## src/rtl/level_alarm_ctrl.sv

```systemverilog
`default_nettype none
//==============================================================================
// Module      : level_alarm_ctrl
// Description : Hysteretic level alarm. It raises the alarm after ON_COUNT
//               consecutive block peaks at or above the high threshold and
//               releases it after HOLD_BLOCKS consecutive blocks below the
//               effective low threshold.
// Revision    : 1.0 - initial release
//==============================================================================
module level_alarm_ctrl #(
    parameter int ON_COUNT    = 3,
    parameter int HOLD_BLOCKS = 8
) (
    input  logic        clk,
    input  logic        rst,
    input  logic        enable,
    input  logic [15:0] thresh_hi,
    input  logic [15:0] thresh_lo,
    input  logic [15:0] level,
    input  logic        level_ready,
    output logic [15:0] det_threshold,
    output logic        alarm,
    output logic        alarm_rise,
    output logic        alarm_fall,
    output logic [15:0] peak_hold,
    output logic [1:0]  state,
    output logic        cfg_err
);

    localparam logic [1:0] c_ST_IDLE    = 2'd0;
    localparam logic [1:0] c_ST_ARMED   = 2'd1;
    localparam logic [1:0] c_ST_ALARM   = 2'd2;
    localparam logic [1:0] c_ST_RELEASE = 2'd3;

    localparam logic [7:0] c_ON_COUNT    = 8'(ON_COUNT);
    localparam logic [7:0] c_HOLD_BLOCKS = 8'(HOLD_BLOCKS);

    logic [1:0]  r_state,   w_state_nxt;
    logic [7:0]  r_hit_cnt, w_hit_cnt_nxt;
    logic [7:0]  r_rel_cnt, w_rel_cnt_nxt;
    logic        r_alarm,   w_alarm_nxt;
    logic        r_rise,    w_rise_nxt;
    logic        r_fall,    w_fall_nxt;
    logic [15:0] r_peak,    w_peak_nxt;
    logic [15:0] r_det_thr, w_det_thr_nxt;
    logic        r_cfg_err;

    logic [15:0] w_lo_eff;
    logic [15:0] w_peak_max;
    logic        w_hit;
    logic        w_miss;

    // A misconfigured low threshold is clamped so hysteresis never inverts.
    assign w_lo_eff   = (thresh_lo > thresh_hi) ? thresh_hi : thresh_lo;
    assign w_hit      = (level >= thresh_hi);
    assign w_miss     = (level < w_lo_eff);
    assign w_peak_max = (level > r_peak) ? level : r_peak;

    always_comb begin
        w_state_nxt   = r_state;
        w_hit_cnt_nxt = r_hit_cnt;
        w_rel_cnt_nxt = r_rel_cnt;
        w_alarm_nxt   = r_alarm;
        w_rise_nxt    = 1'b0;
        w_fall_nxt    = 1'b0;
        w_peak_nxt    = r_peak;

        if (r_state != c_ST_IDLE && !enable) begin
            w_state_nxt   = c_ST_IDLE;
            w_hit_cnt_nxt = 8'd0;
            w_rel_cnt_nxt = 8'd0;
            w_alarm_nxt   = 1'b0;
            w_fall_nxt    = r_alarm;
        end else begin
            case (r_state)
                c_ST_IDLE: begin
                    if (enable) begin
                        w_state_nxt   = c_ST_ARMED;
                        w_hit_cnt_nxt = 8'd0;
                        w_rel_cnt_nxt = 8'd0;
                    end
                end
                c_ST_ARMED: begin
                    if (level_ready) begin
                        if (!w_hit) begin
                            w_hit_cnt_nxt = 8'd0;
                        end else if (r_hit_cnt + 8'd1 == c_ON_COUNT) begin
                            w_state_nxt   = c_ST_ALARM;
                            w_hit_cnt_nxt = 8'd0;
                            w_alarm_nxt   = 1'b1;
                            w_rise_nxt    = 1'b1;
                            w_peak_nxt    = level;
                        end else begin
                            w_hit_cnt_nxt = r_hit_cnt + 8'd1;
                        end
                    end
                end
                c_ST_ALARM: begin
                    if (level_ready) begin
                        w_peak_nxt = w_peak_max;
                        if (w_miss) begin
                            if (c_HOLD_BLOCKS == 8'd1) begin
                                w_state_nxt   = c_ST_ARMED;
                                w_rel_cnt_nxt = 8'd0;
                                w_alarm_nxt   = 1'b0;
                                w_fall_nxt    = 1'b1;
                            end else begin
                                w_state_nxt   = c_ST_RELEASE;
                                w_rel_cnt_nxt = 8'd1;
                            end
                        end
                    end
                end
                c_ST_RELEASE: begin
                    if (level_ready) begin
                        if (!w_miss) begin
                            w_state_nxt   = c_ST_ALARM;
                            w_rel_cnt_nxt = 8'd0;
                            w_peak_nxt    = w_peak_max;
                        end else if (r_rel_cnt + 8'd1 == c_HOLD_BLOCKS) begin
                            w_state_nxt   = c_ST_ARMED;
                            w_rel_cnt_nxt = 8'd0;
                            w_alarm_nxt   = 1'b0;
                            w_fall_nxt    = 1'b1;
                        end else begin
                            w_rel_cnt_nxt = r_rel_cnt + 8'd1;
                        end
                    end
                end
                default: begin
                    w_state_nxt = c_ST_IDLE;
                end
            endcase
        end

        // The detector threshold follows the state being entered.
        if (w_state_nxt == c_ST_ALARM || w_state_nxt == c_ST_RELEASE) begin
            w_det_thr_nxt = w_lo_eff;
        end else begin
            w_det_thr_nxt = thresh_hi;
        end
    end

    always_ff @(posedge clk) begin
        if (rst) begin
            r_state   <= c_ST_IDLE;
            r_hit_cnt <= 8'd0;
            r_rel_cnt <= 8'd0;
            r_alarm   <= 1'b0;
            r_rise    <= 1'b0;
            r_fall    <= 1'b0;
            r_peak    <= 16'd0;
            r_det_thr <= 16'd0;
            r_cfg_err <= 1'b0;
        end else begin
            r_state   <= w_state_nxt;
            r_hit_cnt <= w_hit_cnt_nxt;
            r_rel_cnt <= w_rel_cnt_nxt;
            r_alarm   <= w_alarm_nxt;
            r_rise    <= w_rise_nxt;
            r_fall    <= w_fall_nxt;
            r_peak    <= w_peak_nxt;
            r_det_thr <= w_det_thr_nxt;
            r_cfg_err <= (thresh_lo > thresh_hi);
        end
    end

    assign det_threshold = r_det_thr;
    assign alarm         = r_alarm;
    assign alarm_rise    = r_rise;
    assign alarm_fall    = r_fall;
    assign peak_hold     = r_peak;
    assign state         = r_state;
    assign cfg_err       = r_cfg_err;

endmodule
`default_nettype wire
```

## config.mk

```make
export PLATFORM = sky130hd
export DESIGN_NAME = level_alarm_ctrl
export DESIGN_NICKNAME = d
export VERILOG_FILES = /design/src/rtl/level_alarm_ctrl.sv
export SDC_FILE = /design/constraint.sdc
export NUM_CORES = 1
export LEC_CHECK = 0
export ABC_CLOCK_PERIOD_IN_PS = 4400
export BUFFER_PORTS_ARGS = -buffer_cell sky130_fd_sc_hd__clkbuf_2
export CAP_MARGIN = 20
export CORE_MARGIN = 3
export CORE_UTILIZATION = 56
export DETAILED_ROUTE_END_ITERATION = 8
export MAX_ROUTING_LAYER = met4
export PLACE_DENSITY = 0.83
export RECOVER_POWER = 100
export SYNTH_ARGS = -nofsm -noshare
export SYNTH_HDL_FRONTEND = slang
export SYNTH_SLANG_ARGS = --single-unit
```

## constraint.sdc

```tcl
create_clock -name clk -period 4.4 [get_ports clk]
set_input_delay 0.22 -clock clk [delete_from_list [all_inputs] [get_ports clk]]
set_output_delay 0.22 -clock clk [all_outputs]
set_load 0.02 [all_outputs]
```

==> results.py <==
metrics = {
    "routing": {
        "wl_mm": 12.0,
        "wl_per_cell_um": 16.7,
        "drc": 0,
        "avgViaCountPerCell": 6.09,
        "via_count": 4376,
        "drt_first_iter_violations": 259,
        "final_antenna_net_count": 0,
        "drtPass1Iterations": 5,
    },
    "setup_path": {
        "cp.arrival_ps": 4360,
        "cp-end-kind": "flip-flop",
        "required_ps": 4650,
        "start_kind": "input pin",
        "path_max_fanout": 33,
        "critical_path_class": "in2reg",
    },
    "timing": {
        "worstMarginPinSlew_ps": 831,
        "fin_tns_setup_ps": 0,
        "period_share_pct": 93.4,
        "slew_headroom_pct": 44.6,
        "max_freq_mhz": 243,
        "min_period_ps": 4110,
        "drv_slew": 0,
        "setup-violations-final": 0,
        "holdWs_ps": 168,
        "finalClockSkew_ps": 7.60,
        "finalHoldViolations": 0,
    },
    "hold_path": {
        "hold_class": "in2reg",
    },
    "die": {
        "num_io_pins": 90,
        "die_h_um": 95.3,
        "core_region_area_um2": 7490,
        "die_area_um2": 9080,
        "rows": 31,
        "initial_core_util_pct": 59.6,
        "chipWidth_um": 95.3,
    },
    "yosys": {
        "asyncSetResetFlopFracSynth_pct": 0,
        "ys_warn_count": 0,
        "synth_cells": 533,
        "ys_seq_elements": 54,
        "synth_ff_type": "dfxtp_1",
        "synth.avg_cell_area_um2": 8.37,
        "postSynthNetCount": 656,
        "ys_types": 65,
        "netlist_area_um2": 4460,
        "synth_edf_count": 0,
        "yosysSeqAreaShare_pct": 24.2,
    },
    "global_routing": {
        "grt_pass1_wl_mm": 19.6,
        "grt_pass1_vias": 4105,
        "grt_max_degree": 38,
        "gr-usage-all-layers_pct": 27.9,
        "grt-busiest-layer": "met2",
        "grtUsageMet2_pct": 45.0,
        "gr-total-overflow": 0,
        "grt_util_met3_pct": 3.63,
        "grt_use_met1_pct": 36.8,
        "antenna_found_initial": 0,
    },
    "pwr": {
        "p_leak_nw": 2.22,
        "power.density_nw_per_um2": 238,
        "power.total_w": 0.00120,
        "irDropWorstVdd_v": 0.000140,
    },
    "clocking": {
        "h-tree-depth": 2,
        "clkSlewWorstSetupHoldPaths_ps": 110,
        "cts_made_buffers": 5,
        "clock_latency_ps": 320,
        "cts_max_path_buffers": 2,
        "root_buffer": "clkbuf_8",
        "cts.sinks": 54,
        "cts_tree": "yes",
    },
    "final_layout": {
        "layout-drive-gt1-share_pct": 14.2,
        "fillerInstances": 656,
        "utilization_pct": 67.2,
        "syn_to_final_growth_pct": 12.7,
        "fin_nets": 741,
        "final_cells": 718,
        "n_antenna_cell": 0,
    },
    "placement": {
        "place.gp.congestion": 0.982,
        "io_buffer_count": 89,
        "dp_cells": 709,
        "hpwl_mm": 9.53,
    },
    "job": {
        "cap_viol_max_count": 0,
    },
    "run_status": {
        "status": "completed",
    },
}
## cell type report
cell class	count	area [µm²]	area share, %
Clock inverter	3	28.8	0.572
Timing Repair Buffer	95	455	9.05
Tap cell	99	124	2.46
Sequential cell	54	1080	21.5
Multi-Input combinational cell	420	3110	61.9
Clock buffer	5	68.8	1.37
Inverter	42	158	3.13
## synth_stat cells, types with 5 or more instances
cell      number  share of area, %
a21o_1        12               2.0
a31oi_1        5              0.70
dfxtp_1       54                24
inv_1         42               3.5
clkbuf_1       9              0.76
or3_1         18               2.5
nand4_1       16               2.2
nand2_1       26               2.2
nand3_1       12               1.3
o21ai_0       23               2.6
nand2b_1       5              0.70
and3_1         6              0.84
mux2i_1       33               7.4
nor2_1        36               3.0
nor2b_1        5              0.70
ha_1          71                20
o21ai_1       19               2.1
a21oi_1       49               5.5
nor3_1        13               1.5
## critical path, cell delays in order
cell and delay (ps):
clkbuf_2 130, inv_1 70, ha_1 330, nand4_1 220
a2111o_1 490, a31oi_2 240, buf_4 280, mux2i_1 310
ha_1 200, nand4_1 150, nor3_2 270, o2111ai_1 260
nor3_2 300, a2111oi_2 80, buf_12 190, or4_1 490
a21oi_2 130
## per-layer routing
layer / up-vias / routed length (µm)
met5: - / 0
met4: 0 / 231
met3: 20 / 844
met2: 167 / 5500
met1: 2050 / 5450
li1: 2139 / -
## cell usage in the layout (no fill, tap or decap), types with 4 or more instances in the layout
master / synthesis / routed
dfxtp_1: 54 / 54
a21o_1: 12 / 12
nor3_1: 13 / 12
nor2_1: 36 / 36
nor2b_1: 5 / 5
o21ai_1: 19 / 17
nand2b_1: 5 / 5
o21ai_0: 23 / 25
clkbuf_2: 0 / 51
clkbuf_1: 9 / 38
nor3b_1: 4 / 4
and3_1: 6 / 6
or4_1: 4 / 4
a21oi_1: 49 / 50
mux2i_1: 33 / 33
inv_1: 42 / 42
nand4_1: 16 / 16
buf_4: 2 / 5
o22ai_1: 4 / 4
clkbuf_8: 0 / 5
nand2_1: 26 / 26
nand3_1: 12 / 12
or3_1: 18 / 18
ha_1: 71 / 71
## registers in the layout (all words and copies together) (netlist names)
name and count:
alarm 1, alarm_fall 1, alarm_rise 1, cfg_err 1
det_threshold 16, peak_hold 16, r_hit_cnt 8, r_rel_cnt 8
state 2
## final timing paths
kind	cells past startpoint	slack (ps)	from	endpoint
worst max-delay path	17	290	thresh_hi[15]	det_threshold[0]
worst min-delay path	3	170	thresh_hi[8]	det_threshold[8]
worst max register to register	10	1330	state[1]	det_threshold[1]
worst min register to register	2	510	alarm	alarm
## repair_timing
| action | 4_1_cts | 5_1_grt |
|---|---|---|
| setup buffers | 0 | 1 |
| endpoints found under the hold margin | 0 | 0 |
| hold buffers | 0 | 0 |
| gates resized for setup | 0 | 2 |
| endpoints found under the setup margin | 0 | 17 |
## through the flow
step | cell area (µm²) | worst slack (ps)
after floorplan | 4460 | 685
after global placement | 4990 | 161
after detailed placement | 4990 | -98.3
after CTS | 5090 | 172
after global routing | 5030 | -18.7
final | 5030 | 288
## cell families after synthesis
logic type | after synthesis | share of synthesized area (%)
buf+inv | 59 | 5.86
compound gates | 148 | 21.9
mux | 35 | 7.91
fa+ha+maj | 71 | 19.9
flops | 54 | 24.2
simple gates | 164 | 19.8
xor+xnor | 2 | 0.393
## power by group
part / leakage [nW] / switching [W] / internal (W)
clock network: 0.0502 / 0.000184 / 0.000118
registers: 0.441 / 0.0000104 / 0.000505
logic: 1.73 / 0.000236 / 0.000144
total: 2.22 / 0.000431 / 0.000768
(Power assumes the default switching activity.)
